[src/rtl/ps2_frame_rx_if.sv]
// Consumer-side handshake of the PS/2 receiver: FIFO head byte, status flags
// and the active-low pop request.
interface ps2_frame_rx_if;
   logic       nextdata_n;
   logic [7:0] data;
   logic       ready;
   logic       overflow;
   logic       frame_err;

   // Receiver side: presents the FIFO head and status, accepts pops.
   modport slave (
      input  nextdata_n,
      output data,
      output ready,
      output overflow,
      output frame_err
   );

   // Consumer side: pops bytes and watches the status flags.
   modport master (
      output nextdata_n,
      input  data,
      input  ready,
      input  overflow,
      input  frame_err
   );
endinterface

[src/rtl/ps2_frame_rx.sv]
// PS/2 device-to-host frame receiver.
// It synchronizes the PS/2 lines and shifts in 11-bit frames on falling
// ps2_clk edges. It checks start, stop and odd parity, and queues good bytes
// in a first-word-fall-through FIFO that the consumer pops with nextdata_n.
module ps2_frame_rx #(
   parameter int DEPTH       = 8,
   parameter int TIMEOUT_CYC = 50000
) (
   input  logic           clk,
   input  logic           reset,
   input  logic           ps2_clk,
   input  logic           ps2_data,
   ps2_frame_rx_if.slave  fifo_if
);
   localparam int AW = $clog2(DEPTH);
   localparam int TW = $clog2(TIMEOUT_CYC + 1);

   typedef enum logic {IDLE, RECV} state_t;

   // index 0 = s0 (pin side), 1 = s1, 2 = s2
   logic [2:0]    ps2_clk_sync_reg;
   // The data bit is taken at s1, so the data chain ends at s1.
   // A third stage on this line would never be read.
   logic [1:0]    ps2_data_sync_reg;
   logic          fall;
   logic          bit_in;

   state_t        state_reg, state_next;
   logic [3:0]    bit_cnt_reg;
   // Holds the bits received before the current edge.
   // Together with bit_in it forms the full 11-bit frame on the stop edge.
   logic [9:0]    shift_reg;
   logic [TW-1:0] idle_cnt_reg;
   logic          frame_last;
   logic          timeout_hit;
   logic [10:0]   frame_word;
   logic          frame_ok;

   logic [7:0]    mem [DEPTH];
   logic [AW-1:0] wr_ptr_reg, rd_ptr_reg, wr_ptr_next, rd_ptr_next;
   logic [AW:0]   count_reg, count_next;
   logic [7:0]    data_reg, data_next;
   logic          overflow_reg, frame_err_reg;
   logic          push_req, push, pop, drop;

   // Sync both PS/2 lines into clk; flops idle high like the bus.
   always_ff @(posedge clk) begin
      if (reset) begin
         ps2_clk_sync_reg  <= 3'b111;
         ps2_data_sync_reg <= 2'b11;
      end else begin
         ps2_clk_sync_reg  <= {ps2_clk_sync_reg[1:0], ps2_clk};
         ps2_data_sync_reg <= {ps2_data_sync_reg[0], ps2_data};
      end
   end

   assign fall   = ps2_clk_sync_reg[2] & ~ps2_clk_sync_reg[1];
   assign bit_in = ps2_data_sync_reg[1];

   // Frame as it stands after the current edge: [0]=start, [8:1]=byte, [9]=parity, [10]=stop.
   assign frame_word = {bit_in, shift_reg};
   assign frame_ok   = ~frame_word[0] & frame_word[10] & (^frame_word[9:1]);

   // Receiver state register.
   always_ff @(posedge clk) begin
      if (reset) state_reg <= IDLE;
      else       state_reg <= state_next;
   end

   // Receiver next state: start on the first edge, finish on the 11th edge or on timeout.
   always_comb begin
      state_next = state_reg;
      case (state_reg)
         IDLE: if (fall) state_next = RECV;
         RECV: if (frame_last || timeout_hit) state_next = IDLE;
         default: state_next = IDLE;
      endcase
   end

   // Receiver outputs: stop-bit edge and mid-frame timeout.
   always_comb begin
      frame_last  = 1'b0;
      timeout_hit = 1'b0;
      if (state_reg == RECV) begin
         frame_last  = fall && (bit_cnt_reg == 4'd10);
         timeout_hit = !fall && (idle_cnt_reg == TW'(TIMEOUT_CYC));
      end
   end

   // Bit counter, shift register and idle counter.
   always_ff @(posedge clk) begin
      if (reset) begin
         bit_cnt_reg  <= 4'd0;
         shift_reg    <= 10'd0;
         idle_cnt_reg <= '0;
      end else if (fall) begin
         shift_reg    <= frame_word[10:1];
         bit_cnt_reg  <= frame_last ? 4'd0 : bit_cnt_reg + 4'd1;
         idle_cnt_reg <= '0;
      end else if (timeout_hit) begin
         bit_cnt_reg  <= 4'd0;
         shift_reg    <= 10'd0;
         idle_cnt_reg <= '0;
      end else if (state_reg == RECV) begin
         idle_cnt_reg <= idle_cnt_reg + 1'b1;
      end else begin
         idle_cnt_reg <= '0;
      end
   end

   // A pop may free the slot for a same-cycle push, so a full FIFO still accepts a frame.
   assign pop      = ~fifo_if.nextdata_n && (count_reg != '0);
   assign push_req = frame_last && frame_ok;
   assign push     = push_req && ((count_reg != (AW+1)'(DEPTH)) || pop);
   assign drop     = push_req && !push;

   // FIFO pointer/count update and the registered head byte (bypass when the head is being written).
   always_comb begin
      wr_ptr_next = wr_ptr_reg + AW'(push);
      rd_ptr_next = rd_ptr_reg + AW'(pop);
      count_next  = count_reg + (AW+1)'(push) - (AW+1)'(pop);
      data_next   = 8'h00;
      if (count_next != '0) begin
         if (push && (rd_ptr_next == wr_ptr_reg)) data_next = frame_word[8:1];
         else                                     data_next = mem[rd_ptr_next];
      end
   end

   // FIFO storage; contents are left untouched by reset.
   always_ff @(posedge clk) begin
      if (push) mem[wr_ptr_reg] <= frame_word[8:1];
   end

   // FIFO state and status flags.
   always_ff @(posedge clk) begin
      if (reset) begin
         wr_ptr_reg    <= '0;
         rd_ptr_reg    <= '0;
         count_reg     <= '0;
         data_reg      <= 8'h00;
         overflow_reg  <= 1'b0;
         frame_err_reg <= 1'b0;
      end else begin
         wr_ptr_reg    <= wr_ptr_next;
         rd_ptr_reg    <= rd_ptr_next;
         count_reg     <= count_next;
         data_reg      <= data_next;
         frame_err_reg <= frame_last && !frame_ok;
         if (drop)     overflow_reg <= 1'b1;
         else if (pop) overflow_reg <= 1'b0;
      end
   end

   assign fifo_if.data      = data_reg;
   assign fifo_if.ready     = (count_reg != '0);
   assign fifo_if.overflow  = overflow_reg;
   assign fifo_if.frame_err = frame_err_reg;
endmodule

[src/flat_wrapper.sv]
// flat-port wrapper written by rule: the top's interface ports become plain ports
module ps2_frame_rx_flat 
#(
   parameter int DEPTH       = 8,
   parameter int TIMEOUT_CYC = 50000
)
  (clk, reset, ps2_clk, ps2_data, fifo_if_nextdata_n, fifo_if_data, fifo_if_ready, fifo_if_overflow, fifo_if_frame_err);
  ps2_frame_rx_if fifo_if_i ();
  input  logic clk;
  input  logic reset;
  input  logic ps2_clk;
  input  logic ps2_data;
  input wire logic [$bits(fifo_if_i.nextdata_n)-1:0] fifo_if_nextdata_n;
  output wire logic [$bits(fifo_if_i.data)-1:0] fifo_if_data;
  output wire logic [$bits(fifo_if_i.ready)-1:0] fifo_if_ready;
  output wire logic [$bits(fifo_if_i.overflow)-1:0] fifo_if_overflow;
  output wire logic [$bits(fifo_if_i.frame_err)-1:0] fifo_if_frame_err;
  assign fifo_if_i.nextdata_n = fifo_if_nextdata_n;
  assign fifo_if_data = fifo_if_i.data;
  assign fifo_if_ready = fifo_if_i.ready;
  assign fifo_if_overflow = fifo_if_i.overflow;
  assign fifo_if_frame_err = fifo_if_i.frame_err;
  ps2_frame_rx #(.DEPTH(DEPTH), .TIMEOUT_CYC(TIMEOUT_CYC)) u_core (.clk(clk), .reset(reset), .ps2_clk(ps2_clk), .ps2_data(ps2_data), .fifo_if(fifo_if_i));
endmodule
[config.mk]
export PLATFORM = sky130hd
export DESIGN_NAME = ps2_frame_rx_flat
export DESIGN_NICKNAME = d
export VERILOG_FILES = /design/src/rtl/ps2_frame_rx_if.sv /design/src/rtl/ps2_frame_rx.sv /design/src/flat_wrapper.sv
export SDC_FILE = /design/constraint.sdc
export NUM_CORES = 1
export LEC_CHECK = 0
export CAP_MARGIN = 25
export CORE_UTILIZATION = 60
export CTS_CLUSTER_DIAMETER = 200
export DETAILED_ROUTE_END_ITERATION = 8
export PLACE_DENSITY = 0.78
export SYNTH_ARGS = -nofsm -noshare
export SYNTH_HDL_FRONTEND = slang
export SYNTH_SLANG_ARGS = --single-unit
[constraint.sdc]
create_clock -name clk -period 3.2 [get_ports clk]
set_input_delay 0.32 -clock clk [delete_from_list [all_inputs] [get_ports clk]]
set_output_delay 0.32 -clock clk [all_outputs]
set_load 0.03 [all_outputs]
* Word level (Yosys, flattened, before mapping) *
Memories as Yosys holds them, arrays and structs flattened. A register that Yosys moved wholly into a read port is not among the register bits.
Index checks and enable logic that the tools add are counted.
Widths: inputs -> output; s select.

cells by class
  add/sub/neg operators = 6
  equal/unequal tests = 3
  muxes and demuxes = 14
  bitwise logic cells = 8
  reductions and logical operators = 19

operators by type and width
  operator               number
  $mux 10                2
  $add 16x1->16 const B  1
  $eq 16x16->1 const B   1
  $mux 4                 3
  $reduce_xor 9->1       1
  $mux 1                 8
  $reduce_bool 4->1      2
  $logic_and 1x1->1      7
  $add 3x1->3            2
  $not 1->1              5
  $add 4x1->4            1
  $add 4x1->4 const B    1
  $eq 4x4->1 const B     1
  $ne 4x4->1 const B     1
  $reduce_bool 2->1      2
  $reduce_or 4->1        1
  $sub 4x1->4            1
  $and 1x1->1            3
  $logic_not 1->1        3
  $logic_or 1x1->1       2
  $pmux 1 s2             1
  $reduce_or 2->1        1

storage, ports and cells
  flip-flop bits (word level) = 48
  RAM bits = 64
  output and inout bits = 11
  logic and storage cells = 62
  memories = 1

memories
  name        words  width  rd ports  clocked after Yosys merged registers in  wr ports  RTL line            source
  u_core.mem  8      8      1         1                                        1         ps2_frame_rx.sv:39  logic [7:0] mem [DEPTH];

* Depth between registers and ports, before layout *
Gate-level depths: netlist of run 1.

  depth in word-level cells = 11
  depth in mapped cells = 13
  mapped depth without buffers = 13

* Worst setup path before layout of run 1 *
No wires, ideal clock.

  path kind = flip-flop to flip-flop
  start point = register u_core.shift_reg[3]
  end point = register u_core.data_reg[0] (netlist: u_core.fifo_if.data[0]), read port of u_core.mem
  arrival time = 2762 ps
  required time = 3067 ps
  slack = 305 ps
  stages on the path, launching flop included = 11
  buffers on the path = 0
  path through = dfxtp_1 xor2_1 xnor3_2 xor2_1 nand3_1 inv_1 ha_1 fa_1 nor3_1 a21o_1 a211oi_2

on the way
  word-level cells in the longest chain between the ends = 9

ends and longest elaborated chain
  item                              RTL line             source
  start: declaration                ps2_frame_rx.sv:32   logic [9:0] shift_reg;
  start signal: assignment          ps2_frame_rx.sv:97   shift_reg <= frame_word[10:1];
  $reduce_xor 9->1                  ps2_frame_rx.sv:62   assign frame_ok = ~frame_word[0] & frame_word[10] & (^frame_word[9:1]);
  $and 1x1->1                       ps2_frame_rx.sv:62
  $logic_and 1x1->1                 ps2_frame_rx.sv:113  assign push_req = frame_last && frame_ok;
  $logic_and 1x1->1                 ps2_frame_rx.sv:114  assign push = push_req && ((count_reg != (AW+1)'(DEPTH)) || pop);
  $add 4x1->4                       ps2_frame_rx.sv:121  count_next = count_reg + (AW+1)'(push) - (AW+1)'(pop);
  $sub 4x1->4                       ps2_frame_rx.sv:121
  via u_core.count_next[1]          ps2_frame_rx.sv:41   logic [AW:0] count_reg, count_next;
  $reduce_bool 4->1                 ps2_frame_rx.sv:123  if (count_next != '0) begin
  $not 1->1 (no source line)        --
  $reduce_or 2->1 (no source line)  --
  end: declaration                  ps2_frame_rx.sv:42   logic [7:0] data_reg, data_next;

The timed path passes the listed nets, and every way through them passes these cells.
A chain may end at the register's enable or synchronous reset.

* Worst setup path after layout of run 1 *
  start point = register u_core.shift_reg[4]
  end point = register u_core.data_reg[2] (netlist: u_core.fifo_if.data[2]), read port of u_core.mem

on the way
  word-level cells in the longest chain between the ends = 9

ends and longest elaborated chain
  item                              RTL line
  $reduce_xor 9->1                  ps2_frame_rx.sv:62
  $and 1x1->1                       ps2_frame_rx.sv:62
  $logic_and 1x1->1                 ps2_frame_rx.sv:113
  $logic_and 1x1->1                 ps2_frame_rx.sv:114
  $add 4x1->4                       ps2_frame_rx.sv:121
  $sub 4x1->4                       ps2_frame_rx.sv:121
  $reduce_bool 4->1                 ps2_frame_rx.sv:123
  $not 1->1 (no source line)        --
  $reduce_or 2->1 (no source line)  --

Every way passes these cells.

==> impl_metrics.xml, run 1 <==
<?xml version="1.0" encoding="UTF-8"?>
<metrics>
  <group name="outcome">
    <metric name="run_status" unit="">finished clean</metric>
  </group>
  <group name="detailed_routing">
    <metric name="drcViolationCount" unit="">0</metric>
    <metric name="via_count" unit="">2971</metric>
    <metric name="drt_first_iter_violations" unit="">205</metric>
    <metric name="viasPerCell" unit="">5.638</metric>
    <metric name="routed_wl" unit="um">9411</metric>
    <metric name="drt.antenna.violating_nets" unit="">0</metric>
    <metric name="drt-wirelength-per-cell" unit="um">17.86</metric>
    <metric name="drt_first_pass_iters" unit="">4</metric>
  </group>
  <group name="worst_hold_path">
    <metric name="min_path_cells" unit="">2</metric>
    <metric name="hp-start" unit="">ps2_data</metric>
    <metric name="hold_path.class" unit="">in2reg</metric>
    <metric name="worst_hold_path.endpoint" unit="">u_core.ps2_data_sync_reg[0]$_SDFF_PP1_</metric>
  </group>
  <group name="final_layout">
    <metric name="num_antenna_cells" unit="">0</metric>
    <metric name="largest_register_ffs" unit="">64</metric>
    <metric name="finish.utilization" unit="%">74.92</metric>
    <metric name="nNetsFinal" unit="">432</metric>
    <metric name="filler_cell_count" unit="">511</metric>
    <metric name="area_growth" unit="%">18.99</metric>
    <metric name="drive_above_1_share" unit="%">20.00</metric>
  </group>
  <group name="job">
    <metric name="max_cap_viol_count" unit="">0</metric>
  </group>
  <group name="yosys">
    <metric name="synth-edff-count" unit="">64</metric>
    <metric name="synth-main-ff-cell" unit="">edfxtp_1</metric>
    <metric name="synth.net_count" unit="">387</metric>
    <metric name="mappedNetlistArea" unit="sq mm">0.004941</metric>
    <metric name="ys_types" unit="">42</metric>
    <metric name="ys_seq_elements" unit="">120</metric>
    <metric name="synthArstFlopShare" unit="%">0</metric>
    <metric name="synthesis.instances" unit="">367</metric>
    <metric name="ys_seq_area_share" unit="%">61.59</metric>
    <metric name="yosysWarnings" unit="">0</metric>
    <metric name="syn-mean-instance-area" unit="sq um">13.46</metric>
  </group>
  <group name="floorplanning">
    <metric name="floorplan.initialDensity" unit="%">62.96</metric>
    <metric name="num_rows" unit="">32</metric>
    <metric name="die_y" unit="um">92.75</metric>
    <metric name="pin_count" unit="">16</metric>
    <metric name="placeableCoreArea" unit="sq mm">0.007848</metric>
    <metric name="die_x" unit="um">92.75</metric>
    <metric name="design.die.area" unit="sq mm">0.008602</metric>
  </group>
  <group name="global_routing">
    <metric name="grt_max_degree" unit="">33</metric>
    <metric name="first_global_vias" unit="">3108</metric>
    <metric name="antenna_found_initial" unit="">0</metric>
    <metric name="grt_pass1_wl" unit="um">15440</metric>
    <metric name="globalRoute.totalOverflow" unit="">0</metric>
    <metric name="grt_util_all_layers" unit="%">24.76</metric>
  </group>
  <group name="worst_setup_path">
    <metric name="cpMostUsedCell" unit="">xor2_1</metric>
    <metric name="crit_fanout" unit="">8</metric>
    <metric name="critical_path.slowest_cell" unit="">xnor3_2</metric>
    <metric name="worst-endpoint-arrival" unit="ps">3320</metric>
    <metric name="type_of_destination_of_the_critical_path" unit="">flop</metric>
    <metric name="criticalPathCategory" unit="">reg2reg</metric>
    <metric name="critical_path_required_time" unit="ps">3570</metric>
    <metric name="timing.critical_path.cells" unit="">xor2_1 &gt; xnor3_2 &gt; xor2_1 &gt; nand3_1 &gt; inv_1 &gt; ha_1 &gt; fa_1 &gt; xor2_1 &gt; nor3_1 &gt; a21o_2 &gt; a211oi_2</metric>
    <metric name="critPathTopFamily" unit="">XOR/XNOR gates</metric>
    <metric name="ff2ff_path_depth" unit="">11</metric>
    <metric name="max_stage_delay" unit="ps">500</metric>
    <metric name="timing.rr.start" unit="">u_core.shift_reg[4]$_SDFFE_PP0P_</metric>
    <metric name="worstSetupStartpointType" unit="">flop</metric>
    <metric name="rrSetupSlack" unit="ps">240</metric>
    <metric name="r2r_end" unit="">u_core.fifo_if.data[2]$_SDFF_PP0_</metric>
    <metric name="critical_path_buf_inv_count" unit="">1</metric>
  </group>
  <group name="sta">
    <metric name="max_clock_freq" unit="MHz">338.1</metric>
    <metric name="finalHoldViolCount" unit="">0</metric>
    <metric name="layout_min_cycle_time" unit="ps">2958</metric>
    <metric name="setup_tns" unit="ps">0</metric>
    <metric name="report.final.slew_viol_count" unit="">0</metric>
    <metric name="fin_crit_sh" unit="%">92.43</metric>
    <metric name="final.setup_skew" unit="ps">7.974</metric>
    <metric name="worstMarginPinSlew" unit="ps">570.2</metric>
    <metric name="setup-violations-final" unit="">0</metric>
    <metric name="grt_setup_unrepaired" unit="">false</metric>
    <metric name="slew_headroom" unit="%">61.88</metric>
  </group>
  <group name="clock_network">
    <metric name="clock_tree.htree_level_count" unit="">4</metric>
    <metric name="cts_buffers" unit="">17</metric>
    <metric name="clockBufferDepth" unit="">2</metric>
    <metric name="clock_sinks" unit="">120</metric>
    <metric name="clk_root_buffer_cell" unit="">clkbuf_8</metric>
    <metric name="clock_transition_time_at_the_flip_flop_clock_pins_of_the_worst_setup_and_hold_paths" unit="ps">50</metric>
    <metric name="number_of_hold_buffers_added_after_cts" unit="">0</metric>
    <metric name="clk_latency" unit="ps">510</metric>
    <metric name="cts_tree" unit="">built</metric>
  </group>
  <group name="power">
    <metric name="power.density_cell_area" unit="mW/mm^2">797.4</metric>
    <metric name="irDropWorstVdd" unit="uV">617.2</metric>
    <metric name="power.leakage" unit="nW">2.090</metric>
  </group>
  <group name="placed_design">
    <metric name="placement.io_buffers" unit="">15</metric>
    <metric name="finalWeightedCongestion" unit="">0.7267</metric>
    <metric name="detailedPlacementHpwl" unit="um">5904</metric>
  </group>
</metrics>
==> synth_stat cells, types with 2 or more instances <==
cell,count,area [sq um]
buf_2,3,15.01
a211oi_2,8,100.1
nor2b_1,12,75.07
inv_1,11,41.29
mux4_2,16,360.4
o21ai_0,2,10.01
dfxtp_1,56,1121
and3_1,3,18.77
nand4b_1,2,17.52
ha_1,14,175.2
nand2b_1,3,18.77
edfxtp_1,64,1922
or3_1,2,12.51
or2_2,5,31.28
a21o_1,2,15.01
nor3_1,6,30.03
nor4_1,10,62.56
nor2_1,26,97.59
xnor2_1,11,96.34
nand4_1,4,25.02
mux2i_1,8,80.08
nand3_1,11,55.05
a21oi_1,18,90.09
and4_1,4,35.03
clkbuf_1,9,33.78
nand2_1,27,101.4
xor2_1,15,131.4
==> final cells by class <==
type / count / area (sq um) / area share (%)
Sequential cell: 120 / 3043 / 51.76
Timing Repair Buffer: 40 / 337.8 / 5.746
Clock buffer: 21 / 429.2 / 7.299
Multi-Input combinational cell: 222 / 1794 / 30.52
Inverter: 11 / 41.29 / 0.7023
Tap cell: 102 / 127.6 / 2.171
Clock inverter: 11 / 106.4 / 1.809
==> what timing repair did <==
action / CTS / global route
setup endpoints to repair: 0 / 8
resized for setup: 0 / 1
buffers inserted: 0 / 0
==> kinds of logic after synthesis <==
group | Yosys count | synth area share [%]
muxes | 24 | 8.914
DFF | 120 | 61.59
xor gates and xnor gates | 29 | 5.748
AOI/OAI and AO/OA | 34 | 4.989
and+or+nand+nor | 120 | 12.69
buffers and inverters | 25 | 2.127
adders and majority gates | 15 | 3.950
==> routing by layer <==
layer  part of all wire (%)  global-route usage, %  vias up
li1                       -                      -     1437
met1                     41                  30.65     1440
met2                     52                  42.04       87
met3                    6.1                  6.240        7
met4                    1.1                  9.231        0
met5                      0                      0        -
==> cells in the final DEF (no fill, tap or decap), drive strengths merged, types with 4 or more instances in the layout <==
| cell | instances |
|---|---|
| edfxtp | 64 |
| and4 | 4 |
| inv | 11 |
| nor2 | 26 |
| dfxtp | 56 |
| nor2b | 12 |
| ha | 14 |
| clkbuf | 21 |
| xnor2 | 12 |
| a21oi | 18 |
| clkinv | 9 |
| nor4 | 10 |
| or2 | 5 |
| nand4 | 4 |
| a211oi | 9 |
| nand3 | 11 |
| xor2 | 16 |
| nand2 | 27 |
| nor3 | 6 |
| buf | 25 |
| mux4 | 16 |
| mux2i | 8 |
| clkdlybuf4s50 | 15 |
==> power by group <==
group	switching, W	internal, W
sequential	0.0000371	0.00169
combinational	0.000642	0.000610
clock	0.000621	0.00109
==> worst max path at each step <==
stage,from,to,slack [ps],cells past startpoint
after global placement,fifo_if_nextdata_n,u_core.fifo_if.data[2]$_SDFF_PP0_,280,10
after floorplan,u_core.shift_reg[3]$_SDFFE_PP0P_,u_core.fifo_if.data[0]$_SDFF_PP0_,310,10
after CTS,u_core.shift_reg[4]$_SDFFE_PP0P_,u_core.fifo_if.data[3]$_SDFF_PP0_,100,11
after detailed placement,u_core.shift_reg[4]$_SDFFE_PP0P_,u_core.fifo_if.data[2]$_SDFF_PP0_,160,11
final,u_core.shift_reg[4]$_SDFFE_PP0P_,u_core.fifo_if.data[2]$_SDFF_PP0_,240,11
after global routing,u_core.shift_reg[4]$_SDFFE_PP0P_,u_core.fifo_if.data[2]$_SDFF_PP0_,20,11
==> metrics by stage <==
step                std cells  hold WS, ps  instance area (sq um)  setup WS, ps  power [W]
floorplan                 367        389.5                   4941         305.4   0.002681
global placement          494        395.2                   5335         283.6   0.002975
detailed placement        494        401.8                   5335         158.2   0.003006
CTS                       526        359.3                   5871         105.0   0.004732
global route              527        364.5                   5879         20.82   0.004904
finish                    527        375.0                   5879         242.3   0.004688
Note: power is estimated with default switching activity, not from simulation.
==> inputs of run 2 (changes only) <==
CORE_UTILIZATION = 35   (was 60)
PLACE_DENSITY = default   (was 0.78)
==> run 2 against run 1 <==
  * Design area increased by 2.7%
  * Maximum frequency increased by 2.0%
  * Clock skew decreased by 3.2 ps
  * Clock-buffer cell count decreased by 3
  * Critical endpoint is now u_core.fifo_if.data[7]$_SDFF_PP0_
==> impl_metrics.xml, run 2 (synthesis results as in run 1) <==
<?xml version="1.0" encoding="UTF-8"?>
<metrics>
  <group name="worst_setup_path">
    <metric name="type_of_destination_of_the_critical_path" unit="">flop</metric>
    <metric name="critical_path_required_time" unit="ps">3470</metric>
    <metric name="worstSetupStartpointType" unit="">flop</metric>
    <metric name="timing.critical_path.cells" unit="">xor2_1 &gt; xnor3_2 &gt; xor2_1 &gt; nand3_1 &gt; inv_1 &gt; ha_1 &gt; fa_1 &gt; nor3_1 &gt; a21o_2 &gt; a211oi_2</metric>
    <metric name="criticalPathCategory" unit="">reg2reg</metric>
    <metric name="cpMostUsedCell" unit="">xor2_1</metric>
    <metric name="max_stage_delay" unit="ps">480</metric>
    <metric name="rrSetupSlack" unit="ps">300</metric>
    <metric name="critical_path_buf_inv_count" unit="">1</metric>
    <metric name="worst-endpoint-arrival" unit="ps">3170</metric>
    <metric name="critical_path.slowest_cell" unit="">xnor3_2</metric>
    <metric name="critPathTopFamily" unit="">XOR/XNOR gates</metric>
    <metric name="crit_fanout" unit="">8</metric>
  </group>
  <group name="sta">
    <metric name="hold_ws" unit="ps">413.7</metric>
    <metric name="worstMarginPinSlew" unit="ps">613.6</metric>
    <metric name="max_clock_freq" unit="MHz">344.8</metric>
    <metric name="final.setup_skew" unit="ps">4.760</metric>
    <metric name="fin_crit_sh" unit="%">90.63</metric>
    <metric name="setup-violations-final" unit="">0</metric>
    <metric name="grt_setup_unrepaired" unit="">false</metric>
    <metric name="setup_tns" unit="ps">0</metric>
    <metric name="layout_min_cycle_time" unit="ps">2900</metric>
    <metric name="timing.final.ws_setup" unit="ps">299.9</metric>
    <metric name="slew_headroom" unit="%">58.98</metric>
    <metric name="report.final.slew_viol_count" unit="">0</metric>
    <metric name="finalHoldViolCount" unit="">0</metric>
  </group>
  <group name="power">
    <metric name="power.leakage" unit="nW">2.094</metric>
    <metric name="swShare" unit="%">28.34</metric>
    <metric name="p_switching" unit="W">0.001393</metric>
    <metric name="clockPowerShare" unit="%">39.2</metric>
    <metric name="power_frac_seq" unit="%">35.0</metric>
    <metric name="power.combinational.fraction" unit="%">25.8</metric>
    <metric name="p_int" unit="W">0.003524</metric>
    <metric name="irDropWorstVdd" unit="uV">367.2</metric>
    <metric name="power.density_cell_area" unit="mW/mm^2">814.4</metric>
  </group>
  <group name="final_layout">
    <metric name="finish.utilization" unit="%">43.67</metric>
    <metric name="nNetsFinal" unit="">431</metric>
    <metric name="final_cell_mix" unit="">edfxtp_1, dfxtp_1, nand2_1, nor2_1, buf_4</metric>
    <metric name="drive_above_1_share" unit="%">20.75</metric>
    <metric name="largest_register_ffs" unit="">64</metric>
    <metric name="num_antenna_cells" unit="">0</metric>
    <metric name="layout_commonest_cell" unit="">edfxtp_1</metric>
    <metric name="area_growth" unit="%">22.21</metric>
  </group>
  <group name="detailed_routing">
    <metric name="routed_wl" unit="um">9478</metric>
    <metric name="drt.antenna.violating_nets" unit="">0</metric>
    <metric name="drt_first_iter_violations" unit="">179</metric>
    <metric name="drt_first_pass_iters" unit="">6</metric>
    <metric name="drcViolationCount" unit="">0</metric>
    <metric name="drt-wirelength-per-cell" unit="um">15.69</metric>
    <metric name="via_count" unit="">2936</metric>
    <metric name="viasPerCell" unit="">4.861</metric>
  </group>
  <group name="placed_design">
    <metric name="placement.io_buffers" unit="">15</metric>
    <metric name="finalWeightedCongestion" unit="">0.7926</metric>
    <metric name="dp_worst_setup_slack" unit="ps">161.2</metric>
    <metric name="detailedPlacementHpwl" unit="um">6256</metric>
  </group>
  <group name="worst_hold_path">
    <metric name="hold_path.class" unit="">reg2reg</metric>
  </group>
  <group name="global_routing">
    <metric name="grt_max_degree" unit="">33</metric>
    <metric name="globalRoute.totalOverflow" unit="">0</metric>
    <metric name="antenna_found_initial" unit="">0</metric>
    <metric name="first_global_vias" unit="">2997</metric>
    <metric name="grt_util_all_layers" unit="%">14.57</metric>
    <metric name="grt_pass1_wl" unit="um">15560</metric>
  </group>
  <group name="clock_network">
    <metric name="clock_sinks" unit="">120</metric>
    <metric name="clockBufferDepth" unit="">2</metric>
    <metric name="cts_buffers" unit="">17</metric>
    <metric name="clk_latency" unit="ps">410</metric>
    <metric name="clock_tree.htree_level_count" unit="">4</metric>
    <metric name="clk_root_buffer_cell" unit="">clkbuf_16</metric>
    <metric name="number_of_hold_buffers_added_after_cts" unit="">0</metric>
    <metric name="cts_tree" unit="">built</metric>
    <metric name="clock_transition_time_at_the_flip_flop_clock_pins_of_the_worst_setup_and_hold_paths" unit="ps">50</metric>
  </group>
  <group name="floorplanning">
    <metric name="floorplan.initialDensity" unit="%">35.73</metric>
    <metric name="placeableCoreArea" unit="sq mm">0.01383</metric>
    <metric name="die_y" unit="um">120.8</metric>
    <metric name="num_rows" unit="">43</metric>
    <metric name="pin_count" unit="">16</metric>
    <metric name="die_x" unit="um">120.8</metric>
    <metric name="design.die.area" unit="sq mm">0.01460</metric>
  </group>
  <group name="outcome">
    <metric name="run_status" unit="">finished clean</metric>
  </group>
  <group name="job">
    <metric name="max_cap_viol_count" unit="">0</metric>
  </group>
</metrics>
## run 2: final cells by class
| cell class | instances | area, sq um |
|---|---|---|
| clock buffers | 18 | 429.2 |
| clock inverters | 14 | 175.2 |
| fillers | 1224 | 7789 |
| inverters | 11 | 41.29 |
| multi-input cells | 222 | 1794 |
| flip-flops and latches | 120 | 3043 |
| well taps | 180 | 225.2 |
| repair buffers | 39 | 330.3 |
## run 2: timing repair
| action | CTS | global route |
|---|---|---|
| setup endpoints to repair | 0 | 8 |
| resized for setup | 0 | 1 |
| setup buffers | 0 | 0 |
## run 2: per-layer routing
layer  GRT usage (%)  share of wire [%]  wire (um)  vias to the layer above
li1                -                  -          -                     1439
met4           5.093                1.3        123                        0
met5               0                  0          0                        -
met2           22.63                 48       4545                       45
met3           5.142                3.3        309                       11
met1           18.81                 47       4500                     1441
## run 2: power by group through the flow
| stage | combinational, W | sequential (W) | clock [W] |
|---|---|---|---|
| after floorplan | 0.000863 | 0.00182 | 0 |
| after global placement | 0.00127 | 0.00175 | 0 |
| after detailed placement | 0.00128 | 0.00175 | 0 |
| after CTS | 0.00129 | 0.00172 | 0.00197 |
| after global routing | 0.00137 | 0.00173 | 0.00204 |
| final | 0.00127 | 0.00172 | 0.00193 |
## run 2: stage by stage
stage,power (W),instance area [sq um],instances
final,0.004918,6038,604
after global routing,0.005139,6038,604
after CTS,0.004984,6030,603
after detailed placement,0.003035,5425,571
after global placement,0.003020,5425,571
after floorplan,0.002681,4941,367
## run 2: path summary, 6_finish.rpt
path	from	endpoint	cells past startpoint
setup / recovery	u_core.shift_reg[4]$_SDFFE_PP0P_	u_core.fifo_if.data[7]$_SDFF_PP0_	10
hold / removal	u_core.ps2_data_sync_reg[0]$_SDFF_PP1_	u_core.ps2_data_sync_reg[1]$_SDFF_PP1_	1
setup reg to reg	u_core.shift_reg[4]$_SDFFE_PP0P_	u_core.fifo_if.data[7]$_SDFF_PP0_	10
hold reg to reg	u_core.ps2_data_sync_reg[0]$_SDFF_PP1_	u_core.ps2_data_sync_reg[1]$_SDFF_PP1_	1
==> inputs of run 3 (changes only) <==
HOLD_SLACK_MARGIN = 0.02   (was default)
==> results of run 3 <==
The final DEF is identical to that of run 2; final timing and power are the same.
